File: src/rtl/vend_dispense_ctrl.sv
// Dispense sequencer behind the sale FSM: motor run with done/timeout, unit-coin change payout.
// Define VEND_CTRL_REFUND_EN to refund the full credit after a motor timeout instead of locking up.
module vend_dispense_ctrl #(
  parameter int unsigned PRICE_A       = 2,
  parameter int unsigned PRICE_B       = 3,
  parameter int unsigned MOTOR_TIMEOUT = 200,
  parameter int unsigned COIN_GAP      = 4
) (
  input  logic       clk,
  input  logic       reset,
  input  logic       vend_a,
  input  logic       vend_b,
  input  logic [3:0] credit,
  input  logic       motor_done,
  output logic       motor_a,
  output logic       motor_b,
  output logic       coin_out,
  output logic       credit_clr,
  output logic       busy,
  output logic       reject,
  output logic       overrun,
  output logic       fault
);

  localparam logic [2:0] StIdle   = 3'd0;
  localparam logic [2:0] StMotor  = 3'd1;
  localparam logic [2:0] StChange = 3'd2;
  localparam logic [2:0] StGap    = 3'd3;
  localparam logic [2:0] StDone   = 3'd4;
  localparam logic [2:0] StFault  = 3'd5;

  localparam logic [3:0] PriceA    = 4'(PRICE_A);
  localparam logic [3:0] PriceB    = 4'(PRICE_B);
  localparam logic [7:0] MotorLast = 8'(MOTOR_TIMEOUT - 1);
  localparam logic [7:0] GapLast   = 8'(COIN_GAP - 1);

  logic [2:0] state_d, state_q;
  logic       prod_b_d, prod_b_q;
  logic [3:0] change_d, change_q;
  logic [7:0] cnt_d, cnt_q;
  logic       overrun_d, overrun_q;
  logic       fault_d, fault_q;
  logic       reject_d, reject_q;
  logic       motor_a_d, motor_a_q;
  logic       motor_b_d, motor_b_q;
  logic       coin_out_d, coin_out_q;
  logic       credit_clr_d, credit_clr_q;
  logic       busy_d, busy_q;
  logic       req;
  logic [3:0] price;
`ifdef VEND_CTRL_REFUND_EN
  logic [3:0] credit_d, credit_q;
`endif

  // B has priority; a simultaneous A request is dropped without any flag.
  assign req   = vend_a | vend_b;
  assign price = vend_b ? PriceB : PriceA;

  always_comb begin
    state_d   = state_q;
    prod_b_d  = prod_b_q;
    change_d  = change_q;
    cnt_d     = cnt_q;
    overrun_d = overrun_q;
    fault_d   = fault_q;
    reject_d  = 1'b0;
`ifdef VEND_CTRL_REFUND_EN
    credit_d  = credit_q;
`endif

    if (state_q != StIdle && req) begin
      overrun_d = 1'b1;
    end

    case (state_q)
      StIdle: begin
        if (req) begin
          if (credit >= price) begin
            prod_b_d = vend_b;
            change_d = credit - price;
            cnt_d    = 8'd0;
            state_d  = StMotor;
`ifdef VEND_CTRL_REFUND_EN
            credit_d = credit;
`endif
          end else begin
            reject_d = 1'b1;
          end
        end
      end
      StMotor: begin
        if (motor_done) begin
          cnt_d   = 8'd0;
          state_d = (change_q != 4'd0) ? StChange : StDone;
        end else if (cnt_q == MotorLast) begin
          fault_d = 1'b1;
          cnt_d   = 8'd0;
`ifdef VEND_CTRL_REFUND_EN
          change_d = credit_q;
          state_d  = (credit_q != 4'd0) ? StChange : StDone;
`else
          state_d  = StFault;
`endif
        end else begin
          cnt_d = cnt_q + 8'd1;
        end
      end
      StChange: begin
        change_d = change_q - 4'd1;
        cnt_d    = 8'd0;
        state_d  = StGap;
      end
      StGap: begin
        if (cnt_q == GapLast) begin
          cnt_d   = 8'd0;
          state_d = (change_q != 4'd0) ? StChange : StDone;
        end else begin
          cnt_d = cnt_q + 8'd1;
        end
      end
      StDone:  state_d = StIdle;
      StFault: state_d = StFault;
      default: state_d = StIdle;
    endcase
  end

  // Outputs are decoded from the next state so each one is a flop that tracks the state register.
  always_comb begin
    motor_a_d    = (state_d == StMotor) && !prod_b_d;
    motor_b_d    = (state_d == StMotor) && prod_b_d;
    coin_out_d   = (state_d == StChange);
    credit_clr_d = (state_d == StDone);
    busy_d       = (state_d != StIdle);
  end

  always_ff @(posedge clk or posedge reset) begin
    if (reset) begin
      state_q      <= StIdle;
      prod_b_q     <= 1'b0;
      change_q     <= 4'd0;
      cnt_q        <= 8'd0;
      overrun_q    <= 1'b0;
      fault_q      <= 1'b0;
      reject_q     <= 1'b0;
      motor_a_q    <= 1'b0;
      motor_b_q    <= 1'b0;
      coin_out_q   <= 1'b0;
      credit_clr_q <= 1'b0;
      busy_q       <= 1'b0;
    end else begin
      state_q      <= state_d;
      prod_b_q     <= prod_b_d;
      change_q     <= change_d;
      cnt_q        <= cnt_d;
      overrun_q    <= overrun_d;
      fault_q      <= fault_d;
      reject_q     <= reject_d;
      motor_a_q    <= motor_a_d;
      motor_b_q    <= motor_b_d;
      coin_out_q   <= coin_out_d;
      credit_clr_q <= credit_clr_d;
      busy_q       <= busy_d;
    end
  end

`ifdef VEND_CTRL_REFUND_EN
  always_ff @(posedge clk or posedge reset) begin
    if (reset) begin
      credit_q <= 4'd0;
    end else begin
      credit_q <= credit_d;
    end
  end
`endif

  assign motor_a    = motor_a_q;
  assign motor_b    = motor_b_q;
  assign coin_out   = coin_out_q;
  assign credit_clr = credit_clr_q;
  assign busy       = busy_q;
  assign reject     = reject_q;
  assign overrun    = overrun_q;
  assign fault      = fault_q;

endmodule

File: config.mk
export PLATFORM = sky130hd
export DESIGN_NAME = vend_dispense_ctrl
export DESIGN_NICKNAME = d
export VERILOG_FILES = /design/src/rtl/vend_dispense_ctrl.sv
export SDC_FILE = /design/constraint.sdc
export NUM_CORES = 1
export LEC_CHECK = 0
export CAP_MARGIN = 10
export CORE_ASPECT_RATIO = 1.2
export CORE_MARGIN = 8
export CORE_UTILIZATION = 49
export DETAILED_ROUTE_END_ITERATION = 7
export PLACE_DENSITY = 0.74
export SKIP_LAST_GASP = 1
export SLEW_MARGIN = 30
export SYNTH_ARGS = -nofsm -noshare
export SYNTH_HDL_FRONTEND = slang
export SYNTH_SLANG_ARGS = --single-unit
File: constraint.sdc
create_clock -name clk -period 1.7 [get_ports clk]
set_input_delay 0.34 -clock clk [delete_from_list [all_inputs] [get_ports clk]]
set_output_delay 0.34 -clock clk [all_outputs]
set_load 0.01 [all_outputs]
Word level (Yosys, flattened, before mapping)
Index checks and enable logic that the tools add are counted.
{"block": "word_totals", "ff_bits": 24, "input_bits": 9, "out_inout_bits": 8, "elab_cells": 65}
{"block": "op_classes", "n_addsub": 3, "n_lt_le_gt_ge": 1, "eq_ne": 11, "mux": 23, "n_bitwise": 2, "n_reduce_logical": 13}
{"op": "$mux 8", "n": 5}
{"op": "$pmux 8 s4", "n": 1}
{"op": "$mux 3", "n": 6}
{"op": "$pmux 3 s5", "n": 1}
{"op": "$eq 3x2->1 const B", "n": 3}
{"op": "$reduce_and 3->1", "n": 3}
{"op": "$add 8x1->8 const B", "n": 1}
{"op": "$eq 8x2->1 const B", "n": 1}
{"op": "$eq 8x8->1 const B", "n": 1}
{"op": "$mux 4", "n": 2}
{"op": "$pmux 4 s2", "n": 1}
{"op": "$reduce_bool 4->1", "n": 2}
{"op": "$mux 1", "n": 7}
{"op": "$eq 3x1->1 const B", "n": 2}
{"op": "$eq 3x3->1 const B", "n": 2}
{"op": "$reduce_bool 3->1", "n": 2}
{"op": "$ge 4x2->1", "n": 1}
{"op": "$ne 2x2->1 const B", "n": 2}
{"op": "$sub 4x1->4 const B", "n": 1}
{"op": "$sub 4x2->4", "n": 1}
{"op": "$logic_and 1x1->1", "n": 3}
{"op": "$logic_not 3->1", "n": 1}
{"op": "$reduce_bool 2->1", "n": 1}
{"op": "$logic_not 1->1", "n": 1}
{"op": "2 further kinds", "n": 2}

Depth between registers and ports, before layout
Gate-level depths: netlist of the first run.
{"block": "logic_depth", "depth_word": 7, "ltp_mapped": 8, "ltp_nobuf": 8}

Least setup slack after synthesis of the first run
No wires, ideal clock.
{"block": "synth_path", "path_kind": "input-to-reg", "start": "input port credit[0]", "end": "register busy_q, in the netlist busy", "setup_time_ns": 0.151, "t_arrival_ns": 1.704, "required_time_ns": 1.549, "path_slack_ns": -0.154, "stages": 8, "n_path_buf": 0, "cell_sequence": "inv_1 > ha_1 > inv_1 > ha_1 > nor3_2 > a221oi_4 > a311oi_2 > o211ai_1"}
{"block": "synth_between", "elab_chain_len": 5}
{"element": "from (decl)", "line_no": "13", "source": "input logic [3:0] credit,"}
{"element": "$ge 4x2->1", "line_no": "78", "source": "if (credit >= price) begin"}
{"element": "$mux 3", "line_no": "78"}
{"element": "$mux 3", "line_no": "77", "source": "if (req) begin"}
{"element": "$pmux 3 s5", "line_no": "75", "source": "case (state_q)"}
{"element": "$reduce_bool 3->1", "line_no": "133", "source": "busy_d = (state_d != StIdle);"}
{"element": "net busy_d", "line_no": "48", "source": "logic busy_d, busy_q;"}
{"element": "to (signal assigned)", "line_no": "162", "source": "busy_q <= busy_d;"}
{"element": "to (decl)", "line_no": "48"}
The timed path passes the listed nets, and every way through them passes these cells.
A chain may end at the register's enable or synchronous reset.

Worst setup path in the final report of the first run
{"block": "layout_path", "start": "register change_q[1]", "end": "register motor_b_q, in the netlist motor_b"}
{"block": "layout_between", "elab_chain_len": 6, "word_cells_on_any_way": 7, "classes_between": "eq/ne: 1; mux: 4; reduce/logical: 2"}
{"element": "from (decl)", "line_no": "39", "source": "logic [3:0] change_d, change_q;"}
{"element": "from (signal assigned)", "line_no": "153", "source": "change_q <= change_d;"}
{"element": "$reduce_bool 4->1 *", "line_no": "94, 116"}
{"element": "$mux 3 *", "line_no": "94, 116"}
{"element": "$mux 3, on equally long branches", "line_no": "114, 92"}
{"element": "$pmux 3 s5 *", "line_no": "75"}
{"element": "net state_d[1]", "line_no": "37", "source": "logic [2:0] state_d, state_q;"}
{"element": "$eq 3x1->1 *", "line_no": "130", "source": "motor_b_d = (state_d == StMotor) && prod_b_d;"}
{"element": "$logic_and 1x1->1 *", "line_no": "130"}
{"element": "net motor_b_d", "line_no": "45", "source": "logic motor_b_d, motor_b_q;"}
{"element": "to (signal assigned)", "line_no": "159", "source": "motor_b_q <= motor_b_d;"}
{"element": "to (decl)", "line_no": "45"}
The timed path passes the listed nets; every way through them passes the cells marked *.

==> impl_metrics.toml, run 1 <==
[timing]
drv_slew = 0
fmax_mhz = 534.4
finalSetupViolations = 6
finalCritPeriodShare_pct = 110.1
finalCriticalPeriod_ps = 1871
relSlewSlack_pct = 67.90
fin_ws_ps = -171.1
rsz0062_at_grt = "true"
finClkSkew_ps = 6.814
tightest_slew_ps = 481.0
holdWs_ps = 322.5
final-hold-violation-count = 0

[global_route]
grt_pass1_wl_um = 6216
grt-ovfl-total = 0
antenna_found_initial = 0
grt_pass1_vias = 1337
groute.usage.overall_pct = 16.00
grt_max_degree = 16

[logic_synthesis]
syn_inst = 146
synth_area_leader_cell = "dfrtp_1"
yosys_warnings = 0
yosys.cell_types.count = 53
synth-seq-cells = 24
ys_top_cells_by_area = "dfrtp_1 42%, nand2_1 4.7%, ha_1 3.5%"
synth_top_area_share_pct = 41.78
synth_fp_nets = 159
synth_area_per_cell_um2 = 9.847
syn_area_mm2 = 0.001438
seq_area_frac_synth_pct = 41.78

[route]
first_pass_iters = 6
drc = 0
drtIter0Drc = 48
ant_nets = 0
wl_um = 3822
wl_per_cell_um = 16.55
vias_per_cell = 5.792
vias = 1338

[cts]
cts-root-buf = "clkbuf_4"
cts_tree = "done"
htreeDepth = 1
clk_pin_slew_worst_paths_ps = 130
worst_skew_pair.late_latency_ps = 310
clock-sinks = 24
clock_path_buffers = 2
cts_inserted_buffers = 3
holdBufCountCts = 0

[setup_path]
r2r_cells = 7
worst-path-max-fanout = 3
rr_startpoint = "change_q[1]"
arrival_ps = 2090
reg2reg_slack_ps = -170
rr_endpoint = "motor_b"
crit_type = "reg -> reg"
cp-end-kind = "flop"
cp.required_ps = 1920
start_kind = "flop"

[floorplanning]
die-area_mm2 = 0.004930
rows = 21
initial_core_util_pct = 51.62
fp.coreArea_mm2 = 0.002785
die-width_um = 65.45
die_height_um = 75.34
pin_count = 17

[power]
switching_power_mw = 1.167
p_seq_share_pct = 31.9
leakage_nw = 0.9001
power.density_mw_per_mm2 = 1421
pwr-share-comb_pct = 59.4
ir_drop_mv = 0.9587
netSwitchingFraction_pct = 41.11
p_int_mw = 1.672
clkPwrFrac_pct = 8.7
p_total_mw = 2.839

[place]
portBuffers = 16
gp_congestion = 0.9012
placed_area_mm2 = 0.001866
pre_cts_ws_ps = -579.2
place_hpwl_um = 2831

[flow_run]
maxCapViolCount = 0

[status]
run_status = "finished, violations left"
violations = "setup timing"

[layout]
nets = 212
area_growth_pct = 38.99
fin_util_pct = 71.74
post-route-cell-area_mm2 = 0.001998
diodes = 0
layout-drive-gt1-share_pct = 32.49

[min_path]
min_path_type = "in -> async"
## layout by cell type, fill, tap and decap left out, drive strengths merged, types with 2 or more instances in the layout
master / count
nand3: 6
a21oi: 6
dfrtp: 24
nand2b: 2
nor2b: 2
clkbuf: 3
o21a: 3
or3b: 2
a211oi: 2
o211ai: 2
nor4: 4
nand2: 18
nor2: 6
or2: 2
ha: 4
mux2i: 3
xor2: 2
nor4b: 3
o22ai: 3
o21ai: 7
dlygate4sd2: 2
nor3: 8
inv: 12
a311oi: 2
buf: 36
clkdlybuf4s50: 13
## power by group through the flow
stage / registers, mW / logic (mW) / clock network [mW]
3_5_place_dp: 0.901 / 1.45 / 0
4_1_cts: 0.889 / 1.64 / 0.259
5_1_grt: 0.927 / 1.81 / 0.270
6_report: 0.905 / 1.69 / 0.246
3_3_place_gp: 0.895 / 1.39 / 0
2_1_floorplan: 0.863 / 0.898 / 0
## layer usage
layer / up-vias / track usage [%] / wire length (µm)
met5: - / 0 / 0
met2: 30 / 31.98 / 2170
li1: 644 / - / -
met3: 6 / 2.647 / 138
met1: 658 / 16.62 / 1480
met4: 0 / 4.369 / 34
## synthesized netlist by cell type (all sizes together)
library cell	n
a21oi	6
a31oi	1
or2	2
o211ai	2
nor2b	2
nand2	18
xor2	2
a211o	1
nand2b	2
o31ai	1
or3b	2
and4	1
dfrtp	24
o311ai	1
nor2	6
a32o	1
o21a	3
inv	12
o221ai	1
nor3b	1
ha	4
nor4	4
a2111oi	1
o22ai	3
and2	1
nor4b	3
buf	3
xnor2	1
a21boi	1
nand3	6
a22oi	1
a311oi	2
a221oi	1
o21ai	7
a211oi	2
o221a	1
mux2i	3
nor3	8
o21bai	1
o31a	1
o311a	1
clkbuf	1
a2111o	1
## layout make-up
class                   count  area (µm²)
fillers                   219       787.0
inverters                  12       45.04
multi-input cells         106       837.1
repair buffers             52       446.7
well taps                  34       42.54
clock buffers               3       22.52
flip-flops and latches     24       604.3
## worst max-delay path, cell delays in order (launching register included)
cell and delay, ps:
dfrtp_1 410, inv_1 60, ha_2 170, or3b_4 390
or2_1 230, o221ai_2 200, inv_2 90, nor4b_2 230
## per-stage QoR
stage / setup TNS, ps / instances
CTS: -438.7 / 230
global route: -1105 / 231
global placement: -7456 / 223
detailed placement: -8181 / 223
finish: -643.5 / 231
floorplan: -107.4 / 146
## state kept, by name, summed over array words and instances (netlist names)
register and flops:
cnt_q 8, prod_b_q 1, credit_clr 1, change_q 4, overrun 1, motor_a 1, coin_out 1, reject 1
busy 1, fault 1, motor_b 1, state_q 3
## timing repair
item | in CTS | in global routing
endpoints found under the setup margin | 19 | 18
pin swaps | 6 | 4
resized for setup | 14 | 5
gates cloned | 0 | 0
hold endpoints to repair | 0 | 0
setup buffers | 4 | 1
## worst max-delay path by stage
stage	start	end	slack, ps	cells past startpoint
after global routing	change_q[0]	motor_b	-250	7
after global placement	credit[0]	cnt_q[3]	-520	9
after CTS	change_q[0]	motor_b	-160	7
final	change_q[1]	motor_b	-170	7
after detailed placement	vend_b	busy	-580	8
after floorplan	change_q[0]	motor_b	-50	7
## cells by family (layout without fill, tap and decap cells)
kind of cell               after synthesis  after routing  synth area share [%]
and+or+nand+nor                         56             56                 23.32
adders and majority gates                4              4                 3.481
DFF                                     24             24                 41.78
muxes                                    3              3                 2.089
buffers and inverters                   16             67                 4.960
xor gates and xnor gates                 3              3                 1.828
AOI/OAI and AO/OA                       40             40                 22.54
Power figures use the tool's default switching activity.
==> run 2: changes to the inputs <==
- HOLD_SLACK_MARGIN: not set -> 0.06
- PLACE_DENSITY: 0.74 -> 0.83
- SKIP_CTS_REPAIR_TIMING: not set -> 1
==> run 2 against run 1 <==
Effect of this change:
- the flow still finishes with violations (setup timing)
- first-iteration DRC count unchanged
- maximum frequency down 4.5%
- via count increased by 2.5%
- critical path type unchanged
- largest cell class unchanged
==> impl_metrics.toml, run 2 (synthesis results as in run 1) <==
[route]
drtIter0Drc = 48
wl_um = 4024
first_pass_iters = 4
drc = 0
ant_nets = 0
vias_per_cell = 5.961
wl_per_cell_um = 17.50
vias = 1371

[global_route]
grt-ovfl-total = 0
grt_pass1_wl_um = 6513
groute.usage.overall_pct = 16.87
grt_pass1_vias = 1406
grt_max_degree = 25
antenna_found_initial = 0

[setup_path]
crit_type = "reg -> reg"
worst-path-max-fanout = 3
cp.required_ps = 1930
start_kind = "flop"
arrival_ps = 2190
cp-end-kind = "flop"

[layout]
layout_common_cells = "33 x buf_4, 24 x dfrtp_1, 18 x nand2_1, 13 x clkdlybuf4s50_1, 10 x inv_1"
multiInputGateArea_um2 = 850.8
diodes = 0
n_fill_cell = 219
area_growth_pct = 39.69
register_area_um2 = 600.6
regMostFlops = "cnt_q"
reg_top3 = "cnt_q (8), change_q (4), state_q (3)"
layout-drive-gt1-share_pct = 31.63
nets = 211
largest_register_ffs = 8
layout_commonest_cell = "buf_4"
fin_util_pct = 72.10

[flow_run]
maxCapViolCount = 0

[timing]
fmax_mhz = 510.3
finalSetupViolations = 11
relSlewSlack_pct = 68.26
setup_tns_ps = -1149
finalCriticalPeriod_ps = 1960
drv_slew = 0
finalCritPeriodShare_pct = 115.3
fin_ws_ps = -259.6
rsz0062_at_grt = "true"
tightest_slew_ps = 471.8
final-hold-violation-count = 0
finClkSkew_ps = 5.814

[floorplanning]
pin_count = 17
die-width_um = 65.45
die_height_um = 75.34
die-area_mm2 = 0.004930
fp.coreArea_mm2 = 0.002785
rows = 21
initial_core_util_pct = 51.62

[status]
run_status = "finished, violations left"
violations = "setup timing"

[power]
leakage_nw = 0.9047
power.density_mw_per_mm2 = 1456
switching_power_mw = 1.228
clkPwrFrac_pct = 8.4
p_seq_share_pct = 30.5
pwr-share-comb_pct = 61.0
netSwitchingFraction_pct = 42.00
p_int_mw = 1.696
ir_drop_mv = 0.8018
p_total_mw = 2.924

[place]
gp_congestion = 0.9087
portBuffers = 16
place_hpwl_um = 3004

[cts]
cts_tree = "done"
cts_inserted_buffers = 3
clock-sinks = 24
htreeDepth = 1
worst_skew_pair.late_latency_ps = 320
cts-root-buf = "clkbuf_4"
clock_path_buffers = 2
clk_pin_slew_worst_paths_ps = 120

[min_path]
min_path_type = "in -> async"
[run 2: area by class of cell]
type / instances / area share, %
Multi-Input combinational cell: 106 / 42.37
Timing Repair Buffer: 51 / 22.24
Clock buffer: 3 / 1.121
Inverter: 12 / 2.243
Tap cell: 34 / 2.118
Sequential cell: 24 / 29.91
[run 2: final timing paths]
kind                              from          end  slack, ps  cells past startpoint
max in group asynchronous        reset      motor_b       1100                      3
hold / removal                   reset  change_q[1]        360                      3
setup reg to reg           change_q[0]      motor_b       -260                      7
setup / recovery           change_q[0]      motor_b       -260                      7
min in group clk                 fault        fault        480                      1
hold reg to reg                  fault        fault        480                      1
[run 2: power by group through the flow]
stage                     sequential (mW)  combinational, mW  clock, mW
after detailed placement            0.898               1.51          0
after CTS                           0.886               1.52      0.262
final                               0.893               1.78      0.247
after floorplan                     0.863              0.898          0
after global placement              0.876               1.41          0
after global routing                0.919               1.93      0.277
[run 2: per-stage QoR]
| step | setup WS [ps] | cell area (µm²) | hold WS [ps] | instances |
|---|---|---|---|---|
| after floorplan | -54.36 | 1444 | 354.6 | 146 |
| after global placement | -499.6 | 1851 | 452.1 | 221 |
| after detailed placement | -586.3 | 1851 | 455.2 | 221 |
| after CTS | -288.5 | 1873 | 362.1 | 224 |
| after global routing | -314.5 | 2008 | 387.9 | 230 |
| final | -259.6 | 2008 | 355.3 | 230 |
[run 2: routing by layer]
layer | routed length (µm) | track usage [%] | up-vias | part of all wire, %
li1 | - | - | 640 | -
met1 | 1510 | 17.77 | 681 | 38
met4 | 97 | 8.252 | 0 | 2.4
met2 | 2212 | 31.43 | 39 | 55
met3 | 203 | 3.235 | 11 | 5.0
met5 | 0 | 0 | - | 0
[run 2: worst max-delay path: stages (launching register included)]
cell	delay, ps
dfrtp_1	410
inv_1	70
ha_2	170
or3b_4	410
or2_4	260
o221ai_4	200
inv_2	110
nor4b_4	230
